## src/rtl/instruction_sequencer_if.sv

```systemverilog
// rtl/instruction_sequencer_if.sv - memory handshake bundle between the sequencer and instruction/data memory
// Purpose: groups the fetch/load/store request signals and the memory response.
// Signals:
//   mem_rd        read request (fetch or load), driven by the sequencer
//   mem_wr        write request (store), driven by the sequencer
//   mem_addr_sel  0 = address is pc, 1 = address is the ALU result
//   mem_ack       memory completion, driven by the memory
//   instr_data    fetched instruction word, valid with mem_ack during a fetch
// Modports: master = sequencer side, slave = memory side.
interface instruction_sequencer_if;
    logic        mem_rd;
    logic        mem_wr;
    logic        mem_addr_sel;
    logic        mem_ack;
    logic [31:0] instr_data;

    modport master (
        output mem_rd,
        output mem_wr,
        output mem_addr_sel,
        input  mem_ack,
        input  instr_data
    );

    modport slave (
        input  mem_rd,
        input  mem_wr,
        input  mem_addr_sel,
        output mem_ack,
        output instr_data
    );
endinterface

```

## src/rtl/instruction_sequencer.sv

```systemverilog
// rtl/instruction_sequencer.sv - multicycle fetch/decode/execute/memory/writeback control sequencer
// Purpose: owns pc and ir, runs the memory handshake and computes the next pc.
// Ports:
//   clk           core clock, rising edge
//   reset         asynchronous active-low reset
//   mem           instruction_sequencer_if.master (mem_rd, mem_wr, mem_addr_sel, mem_ack, instr_data)
//   ir            instruction register to immediate generator / decoder
//   immediate     immediate-generator output for ir
//   alu_result    ALU output (JALR target, load/store address)
//   branch_taken  ALU compare result, valid in EXECUTE
//   pc            current program counter
//   alu_en        high for the single EXECUTE cycle
//   reg_write     register-file write strobe in WRITEBACK
//   trap          sticky fault flag
//   trap_cause    0 illegal opcode, 1 misaligned target, 2 memory timeout
// Build option: SEQ_TIMEOUT_EN adds a memory-ack watchdog of TIMEOUT_CYCLES cycles.
module instruction_sequencer #(
    parameter logic [31:0] RESET_VECTOR   = 32'h0000_0000,
    parameter int unsigned TIMEOUT_CYCLES = 16
) (
    input  logic                           clk,
    input  logic                           reset,
    instruction_sequencer_if.master        mem,
    output logic [31:0]                    ir,
    input  logic [31:0]                    immediate,
    input  logic [31:0]                    alu_result,
    input  logic                           branch_taken,
    output logic [31:0]                    pc,
    output logic                           alu_en,
    output logic                           reg_write,
    output logic                           trap,
    output logic [1:0]                     trap_cause
);
    localparam logic [6:0] OP_OP     = 7'b0110011;
    localparam logic [6:0] OP_IMM    = 7'b0010011;
    localparam logic [6:0] OP_LOAD   = 7'b0000011;
    localparam logic [6:0] OP_STORE  = 7'b0100011;
    localparam logic [6:0] OP_BRANCH = 7'b1100011;
    localparam logic [6:0] OP_JAL    = 7'b1101111;
    localparam logic [6:0] OP_JALR   = 7'b1100111;
    localparam logic [6:0] OP_LUI    = 7'b0110111;
    localparam logic [6:0] OP_AUIPC  = 7'b0010111;
    localparam logic [6:0] OP_SYSTEM = 7'b1110011;

    typedef enum logic [2:0] {
        S_IDLE,
        S_FETCH,
        S_DECODE,
        S_EXECUTE,
        S_MEMORY,
        S_WRITEBACK,
        S_TRAP
    } state_e;

    state_e      state_q, state_d;
    logic [31:0] pc_q, pc_d;
    logic [31:0] npc_q, npc_d;
    logic [31:0] ir_q, ir_d;
    logic        mem_rd_q, mem_rd_d;
    logic        mem_wr_q, mem_wr_d;
    logic        mem_addr_sel_q, mem_addr_sel_d;
    logic        alu_en_q, alu_en_d;
    logic        reg_write_q, reg_write_d;
    logic        trap_q, trap_d;
    logic [1:0]  trap_cause_q, trap_cause_d;

    logic [6:0]  opcode;
    logic        is_load, is_store, is_branch, legal;
    logic [31:0] target;
    logic        timeout_hit;

    assign opcode    = ir_q[6:0];
    assign is_load   = (opcode == OP_LOAD);
    assign is_store  = (opcode == OP_STORE);
    assign is_branch = (opcode == OP_BRANCH);

    always_comb begin
        legal = 1'b0;
        case (opcode)
            OP_OP, OP_IMM, OP_LOAD, OP_STORE, OP_BRANCH,
            OP_JAL, OP_JALR, OP_LUI, OP_AUIPC, OP_SYSTEM: legal = 1'b1;
            default: legal = 1'b0;
        endcase
    end

    // Next-pc candidate, evaluated in EXECUTE when branch_taken and alu_result are valid.
    // The branch immediate is pre-biased by -4, hence the extra +4.
    always_comb begin
        target = pc_q + 32'd4;
        case (opcode)
            OP_BRANCH: if (branch_taken) target = pc_q + 32'd4 + immediate;
            OP_JAL:    target = pc_q + immediate;
            OP_JALR:   target = alu_result & 32'hFFFF_FFFE;
            default:   target = pc_q + 32'd4;
        endcase
    end

`ifdef SEQ_TIMEOUT_EN
    localparam int CNT_W = $clog2(TIMEOUT_CYCLES + 1);

    logic [CNT_W-1:0] wait_cnt_q, wait_cnt_d;

    // wait_cnt_q holds the number of earlier ack-less cycles in this wait state,
    // so the limit is reached on the TIMEOUT_CYCLES-th ack-less cycle.
    assign timeout_hit = (wait_cnt_q == CNT_W'(TIMEOUT_CYCLES - 1));

    always_comb begin
        wait_cnt_d = '0;
        if ((state_d == state_q) && ((state_q == S_FETCH) || (state_q == S_MEMORY))
            && !mem.mem_ack) begin
            wait_cnt_d = wait_cnt_q + CNT_W'(1);
        end
    end

    always_ff @(posedge clk or negedge reset) begin
        if (!reset) begin
            wait_cnt_q <= '0;
        end else begin
            wait_cnt_q <= wait_cnt_d;
        end
    end
`else
    logic [31:0] unused_timeout;

    assign unused_timeout = TIMEOUT_CYCLES;
    assign timeout_hit    = 1'b0;
`endif

    always_comb begin
        state_d      = state_q;
        pc_d         = pc_q;
        npc_d        = npc_q;
        ir_d         = ir_q;
        trap_cause_d = trap_cause_q;

        case (state_q)
            S_IDLE: state_d = S_FETCH;
            S_FETCH: begin
                if (mem.mem_ack) begin
                    ir_d    = mem.instr_data;
                    state_d = S_DECODE;
                end else if (timeout_hit) begin
                    state_d      = S_TRAP;
                    trap_cause_d = 2'd2;
                end
            end
            S_DECODE: begin
                if (legal) begin
                    state_d = S_EXECUTE;
                end else begin
                    state_d      = S_TRAP;
                    trap_cause_d = 2'd0;
                end
            end
            S_EXECUTE: begin
                npc_d = target;
                if (target[1]) begin
                    state_d      = S_TRAP;
                    trap_cause_d = 2'd1;
                end else if (is_load || is_store) begin
                    state_d = S_MEMORY;
                end else begin
                    state_d = S_WRITEBACK;
                end
            end
            S_MEMORY: begin
                if (mem.mem_ack) begin
                    state_d = S_WRITEBACK;
                end else if (timeout_hit) begin
                    state_d      = S_TRAP;
                    trap_cause_d = 2'd2;
                end
            end
            S_WRITEBACK: begin
                pc_d    = npc_q;
                state_d = S_FETCH;
            end
            S_TRAP:  state_d = S_TRAP;
            default: state_d = S_TRAP;
        endcase

        // Strobes are registered from the next state, so they line up with the
        // state register and never depend combinationally on mem_ack.
        mem_rd_d       = (state_d == S_FETCH) || ((state_d == S_MEMORY) && is_load);
        mem_wr_d       = (state_d == S_MEMORY) && is_store;
        mem_addr_sel_d = (state_d == S_MEMORY);
        alu_en_d       = (state_d == S_EXECUTE);
        reg_write_d    = (state_d == S_WRITEBACK) && !is_store && !is_branch;
        trap_d         = trap_q || (state_d == S_TRAP);
    end

    always_ff @(posedge clk or negedge reset) begin
        if (!reset) begin
            state_q        <= S_IDLE;
            pc_q           <= RESET_VECTOR;
            npc_q          <= RESET_VECTOR;
            ir_q           <= 32'd0;
            mem_rd_q       <= 1'b0;
            mem_wr_q       <= 1'b0;
            mem_addr_sel_q <= 1'b0;
            alu_en_q       <= 1'b0;
            reg_write_q    <= 1'b0;
            trap_q         <= 1'b0;
            trap_cause_q   <= 2'd0;
        end else begin
            state_q        <= state_d;
            pc_q           <= pc_d;
            npc_q          <= npc_d;
            ir_q           <= ir_d;
            mem_rd_q       <= mem_rd_d;
            mem_wr_q       <= mem_wr_d;
            mem_addr_sel_q <= mem_addr_sel_d;
            alu_en_q       <= alu_en_d;
            reg_write_q    <= reg_write_d;
            trap_q         <= trap_d;
            trap_cause_q   <= trap_cause_d;
        end
    end

    assign mem.mem_rd       = mem_rd_q;
    assign mem.mem_wr       = mem_wr_q;
    assign mem.mem_addr_sel = mem_addr_sel_q;
    assign ir               = ir_q;
    assign pc               = pc_q;
    assign alu_en           = alu_en_q;
    assign reg_write        = reg_write_q;
    assign trap             = trap_q;
    assign trap_cause       = trap_cause_q;
endmodule

```

## src/flat_wrapper.sv

```systemverilog
// flat-port wrapper written by rule: the top's interface ports become plain ports
module instruction_sequencer_flat 
#(
    parameter logic [31:0] RESET_VECTOR   = 32'h0000_0000,
    parameter int unsigned TIMEOUT_CYCLES = 16
)
  (clk, reset, ir, immediate, alu_result, branch_taken, pc, alu_en, reg_write, trap, trap_cause, mem_mem_rd, mem_mem_wr, mem_mem_addr_sel, mem_mem_ack, mem_instr_data);
  instruction_sequencer_if mem_i ();
  input  logic clk;
  input  logic reset;
  output logic [31:0] ir;
  input  logic [31:0] immediate;
  input  logic [31:0] alu_result;
  input  logic branch_taken;
  output logic [31:0] pc;
  output logic alu_en;
  output logic reg_write;
  output logic trap;
  output logic [1:0] trap_cause;
  output wire logic [$bits(mem_i.mem_rd)-1:0] mem_mem_rd;
  output wire logic [$bits(mem_i.mem_wr)-1:0] mem_mem_wr;
  output wire logic [$bits(mem_i.mem_addr_sel)-1:0] mem_mem_addr_sel;
  input wire logic [$bits(mem_i.mem_ack)-1:0] mem_mem_ack;
  input wire logic [$bits(mem_i.instr_data)-1:0] mem_instr_data;
  assign mem_mem_rd = mem_i.mem_rd;
  assign mem_mem_wr = mem_i.mem_wr;
  assign mem_mem_addr_sel = mem_i.mem_addr_sel;
  assign mem_i.mem_ack = mem_mem_ack;
  assign mem_i.instr_data = mem_instr_data;
  instruction_sequencer #(.RESET_VECTOR(RESET_VECTOR), .TIMEOUT_CYCLES(TIMEOUT_CYCLES)) u_core (.clk(clk), .reset(reset), .mem(mem_i), .ir(ir), .immediate(immediate), .alu_result(alu_result), .branch_taken(branch_taken), .pc(pc), .alu_en(alu_en), .reg_write(reg_write), .trap(trap), .trap_cause(trap_cause));
endmodule
```

## config.mk

```make
export PLATFORM = sky130hd
export DESIGN_NAME = instruction_sequencer_flat
export DESIGN_NICKNAME = d
export VERILOG_FILES = /design/src/rtl/instruction_sequencer_if.sv /design/src/rtl/instruction_sequencer.sv /design/src/flat_wrapper.sv
export SDC_FILE = /design/constraint.sdc
export NUM_CORES = 1
export LEC_CHECK = 0
export ABC_AREA = 1
export CAP_MARGIN = 20
export CORE_UTILIZATION = 35
export CTS_CLUSTER_SIZE = 30
export DETAILED_ROUTE_END_ITERATION = 10
export DONT_BUFFER_PORTS = 1
export SLEW_MARGIN = 5
export SYNTH_ARGS = -nofsm -noshare
export SYNTH_HDL_FRONTEND = slang
export SYNTH_SLANG_ARGS = --single-unit
```

## constraint.sdc

```tcl
create_clock -name clk -period 7.1 [get_ports clk]
set_clock_uncertainty 0.1 [all_clocks]
set_input_delay 1.42 -clock clk [delete_from_list [all_inputs] [get_ports clk]]
set_output_delay 1.42 -clock clk [all_outputs]
set_load 0.02 [all_outputs]
```

==> implementation parameters <==
Parameter                              Value

Worst setup path
  Cell with the most instances on the worst path    nand2_1
  WP data arrival    4.54 ns
  Critical path launch point type    register
  Critical path, cell by cell    ha_1, nand2_1, nor2_2, nand2_1, xor2_1, inv_1, ha_1, nand2_1, inv_1, nand2_1, nand2_1, nand3b_1, o21ai_0, nand3_1, nor2_1, a21oi_1
  Peak fanout along the critical path    8
  Critical path's largest stage delay    0.69 ns
  Crit-path slowest cell    dfrtp_1
  Type of the setup path with the least slack    register to register
  Required @ worst endpoint    7.23 ns
  Kind of cell adding the most delay to the critical path    simple AND/OR/NAND/NOR gates
  Endpoint type of the worst setup path    register
  Worst path bufs/invs    2

Layout
  Final Core Density    37.84%
  Diodes inserted    0
  Area added between synthesis and finish    6.493%
  Final layout net count    1873
  Filler cells    3224
  Post-Layout Cell Count    2100
  Share of post-route cells with drive strength above 1    6.667%

Power
  Share of total power in combinational logic    58.9%
  Internal cell power    2.059 mW
  Portion of total power attributed to the clock network    10.7%
  PwrDens    421.7 nW/um^2
  Worst voltage drop across the vdd grid    211.5 uV
  Leakage    6.056 nW
  Power spent charging and discharging nets    2.658 mW
  Sequential fraction of design power    30.5%
  Sw frac    56.35%

Synth
  Most instantiated library cell after synthesis    nand2_1
  Post-Synthesis Cells    1716
  Main flop type after synthesis    dfrtp_1
  Top-area cell type share of the netlist area    25.26%
  Number of distinct library cell variants in the gate-level netlist after synthesis    51
  Cell type with the highest aggregate area in the netlist    dfrtp_1
  Most used standard cells in the synthesized netlist    nand2_1 (602), inv_1 (286), nor2_1 (181)
  Sequential area share after synthesis    25.26%
  Top area cells in the synthesized netlist    dfrtp_1 (25%), nand2_1 (22%), inv_1 (10%), ha_1 (8.0%), nor2_1 (6.5%)
  Post-Syn Area    10500 sq um
  Synthesized flop and latch total    106
  Share of flip-flops with an asynchronous set or reset    100.0%
  Number of flops mapped to enable cells by yosys    0
  Syn nets    1884
  Post-Syn Area per Cell    6.120 sq um
  Yosys warnings    0

Placement
  Placed Instances    2084
  Count of port buffers added during placement    0
  Global placer's final weighted congestion    0.9576
  Half-perimeter wire length after placement    30.52 mm

Die
  Core Region    29560 sq um
  Total number of placement rows    63
  Number of ports placed on the die boundary    172
  Initial standard-cell utilization of the core    35.53%
  Overall die width    175.2 um
  Die height    175.2 um
  Die outline area    30700 sq um

Clock network
  Num CTS Buffers    9
  Clock Tree Buf Depth    2
  Count of cells resized by post-cts repair    0
  CTS clk-pin slew, worst paths    0.09 ns
  Clock network latency to the later pin of the worst-skew pair    0.36 ns
  Cts-stage hold buffer count    0
  Number of H-tree levels    3
  Clock root cell    clkbuf_16
  TritonCTS clock tree    built
  Sink count of the clock tree    106
  Post-CTS setup buffer count    0

Timing
  Worst slew margin relative to its limit    52.27%
  Worst slew pin tran    0.7152 ns
  Unrepaired setup endpoints after global routing    no
  Final setup violation count    0
  Maximum clock frequency    226.8 MHz
  Final count of hold timing violations    0
  Total Negative Setup Slacks    0 ns
  Clock period minus final worst setup slack    4.409 ns
  Final Max Tran Viols    0
  Final Cycle Share    62.09%

Detailed routing
  Final WL    36.83 mm
  Vias    10580
  Post-DR vias/cell    5.037
  Drt pass-1 iters    5
  # DRC    0
  Routed length per instance    17.54 um
  Post-DRT Antenna Nets    0
  Violation count after the first detailed-routing iteration    924

Run status
  Outcome    complete, no violations

Run
  Maximum capacitance violations    0

Global route
  Number of antenna violations at the first check in global routing    0
  First-pass GRT wire length    55.95 mm
  Overall overflow remaining after global route    0
  Tot GR Track Use    24.14%
  Vias in the first global route    10050
  Largest net degree at the start of global routing    107

Worst hold path
  Worst min-delay path category    register to register
## cells by family (layout without fill, tap and decap cells)
kind of cell / after synthesis / count (layout) / share of synthesized area [%]
and+or+nand+nor: 1001 / 1001 / 40.40
buffers and inverters: 325 / 319 / 12.01
AOI/OAI and AO/OA: 160 / 160 / 8.709
DFF: 106 / 106 / 25.26
adders and majority gates: 68 / 68 / 8.172
muxes: 35 / 35 / 3.753
xor gates and xnor gates: 20 / 20 / 1.668
other: 1 / 1 / 0.03571
## final cells by class
class | count | area (sq um) | share of cell area [%]
Sequential cell | 106 | 2653 | 23.72
Clock inverter | 7 | 70.07 | 0.6265
Clock buffer | 9 | 225.2 | 2.014
Tap cell | 390 | 488.0 | 4.363
Multi-Input combinational cell | 1285 | 6594 | 58.95
Inverter | 299 | 1125 | 10.06
Timing Repair Buffer | 4 | 30.03 | 0.2685
## placed cells by master (no fill, tap or decap), drive strengths merged, types with 9 or more instances in the layout
cell	count
nand4	11
nor2	190
xor2	16
a21oi	87
nand2	612
ha	67
nor3	27
or2	13
dfrtp	106
mux2	35
o21ai	46
clkbuf	9
nand3b	13
nand3	129
inv	302
## power by group through the flow
| stage | clock network, mW | logic [mW] | registers (mW) |
|---|---|---|---|
| finish | 0.503 | 2.78 | 1.44 |
| detailed placement | 0 | 2.74 | 1.44 |
| global placement | 0 | 2.69 | 1.44 |
| global route | 0.535 | 3.16 | 1.47 |
| floorplan | 0 | 2.10 | 1.30 |
| CTS | 0.518 | 2.75 | 1.43 |
## flip-flops by register name, indices dropped and copies added (netlist names), 3 cells and up
| name | cells |
|---|---|
| u_core.state_q | 3 |
| u_core.ir | 32 |
| u_core.npc_q | 32 |
| u_core.pc | 32 |
## worst register-to-register path, stage by stage (launching register included)
cell	delay, ns
dfrtp_1	0.69
ha_1	0.45
nand2_1	0.16
nor2_2	0.36
nand2_1	0.18
xor2_1	0.37
inv_1	0.10
ha_1	0.35
nand2_1	0.13
inv_1	0.07
nand2_1	0.07
nand2_1	0.09
nand3b_1	0.35
o21ai_0	0.43
nand3_1	0.12
nor2_1	0.21
a21oi_1	0.07
## metal layers
| metal | track usage, % | wire length, um | part of all wire (%) |
|---|---|---|---|
| met5 | 0 | 0 | 0 |
| met4 | 8.514 | 1062 | 2.9 |
| met3 | 3.612 | 2747 | 7.5 |
| met2 | 40.76 | 16990 | 46 |
| met1 | 31.18 | 16030 | 44 |
## final timing paths
kind                            cells past startpoint  slack [ns]                      endpoint                         start
worst max-delay path                               16        2.69  u_core.npc_q[11]$_DFFE_PN0P_      u_core.pc[2]$_DFFE_PN0N_
worst min-delay path                                2        0.39  u_core.npc_q[25]$_DFFE_PN0P_  u_core.npc_q[25]$_DFFE_PN0P_
worst max register to register                     16        2.69  u_core.npc_q[11]$_DFFE_PN0P_      u_core.pc[2]$_DFFE_PN0N_
worst min register to register                      2        0.39  u_core.npc_q[25]$_DFFE_PN0P_  u_core.npc_q[25]$_DFFE_PN0P_
max in group asynchronous                           0        6.07   u_core.npc_q[1]$_DFFE_PN0P_                         reset
min in group asynchronous                           0        0.66     u_core.ir[15]$_DFFE_PN0P_                         reset
## metrics by stage
stage / area (sq um) / setup slack, ns / power, mW / hold slack, ns
2_1_floorplan: 10500 / 3.811 / 3.402 / 0.3450
3_3_place_gp: 10890 / 2.905 / 4.133 / 0.3631
3_5_place_dp: 10890 / 2.837 / 4.183 / 0.3692
4_1_cts: 11180 / 2.814 / 4.704 / 0.3876
5_1_grt: 11180 / 2.537 / 5.163 / 0.4205
6_report: 11180 / 2.691 / 4.717 / 0.3886
No activity file was read; power rests on OpenSTA's default activity.
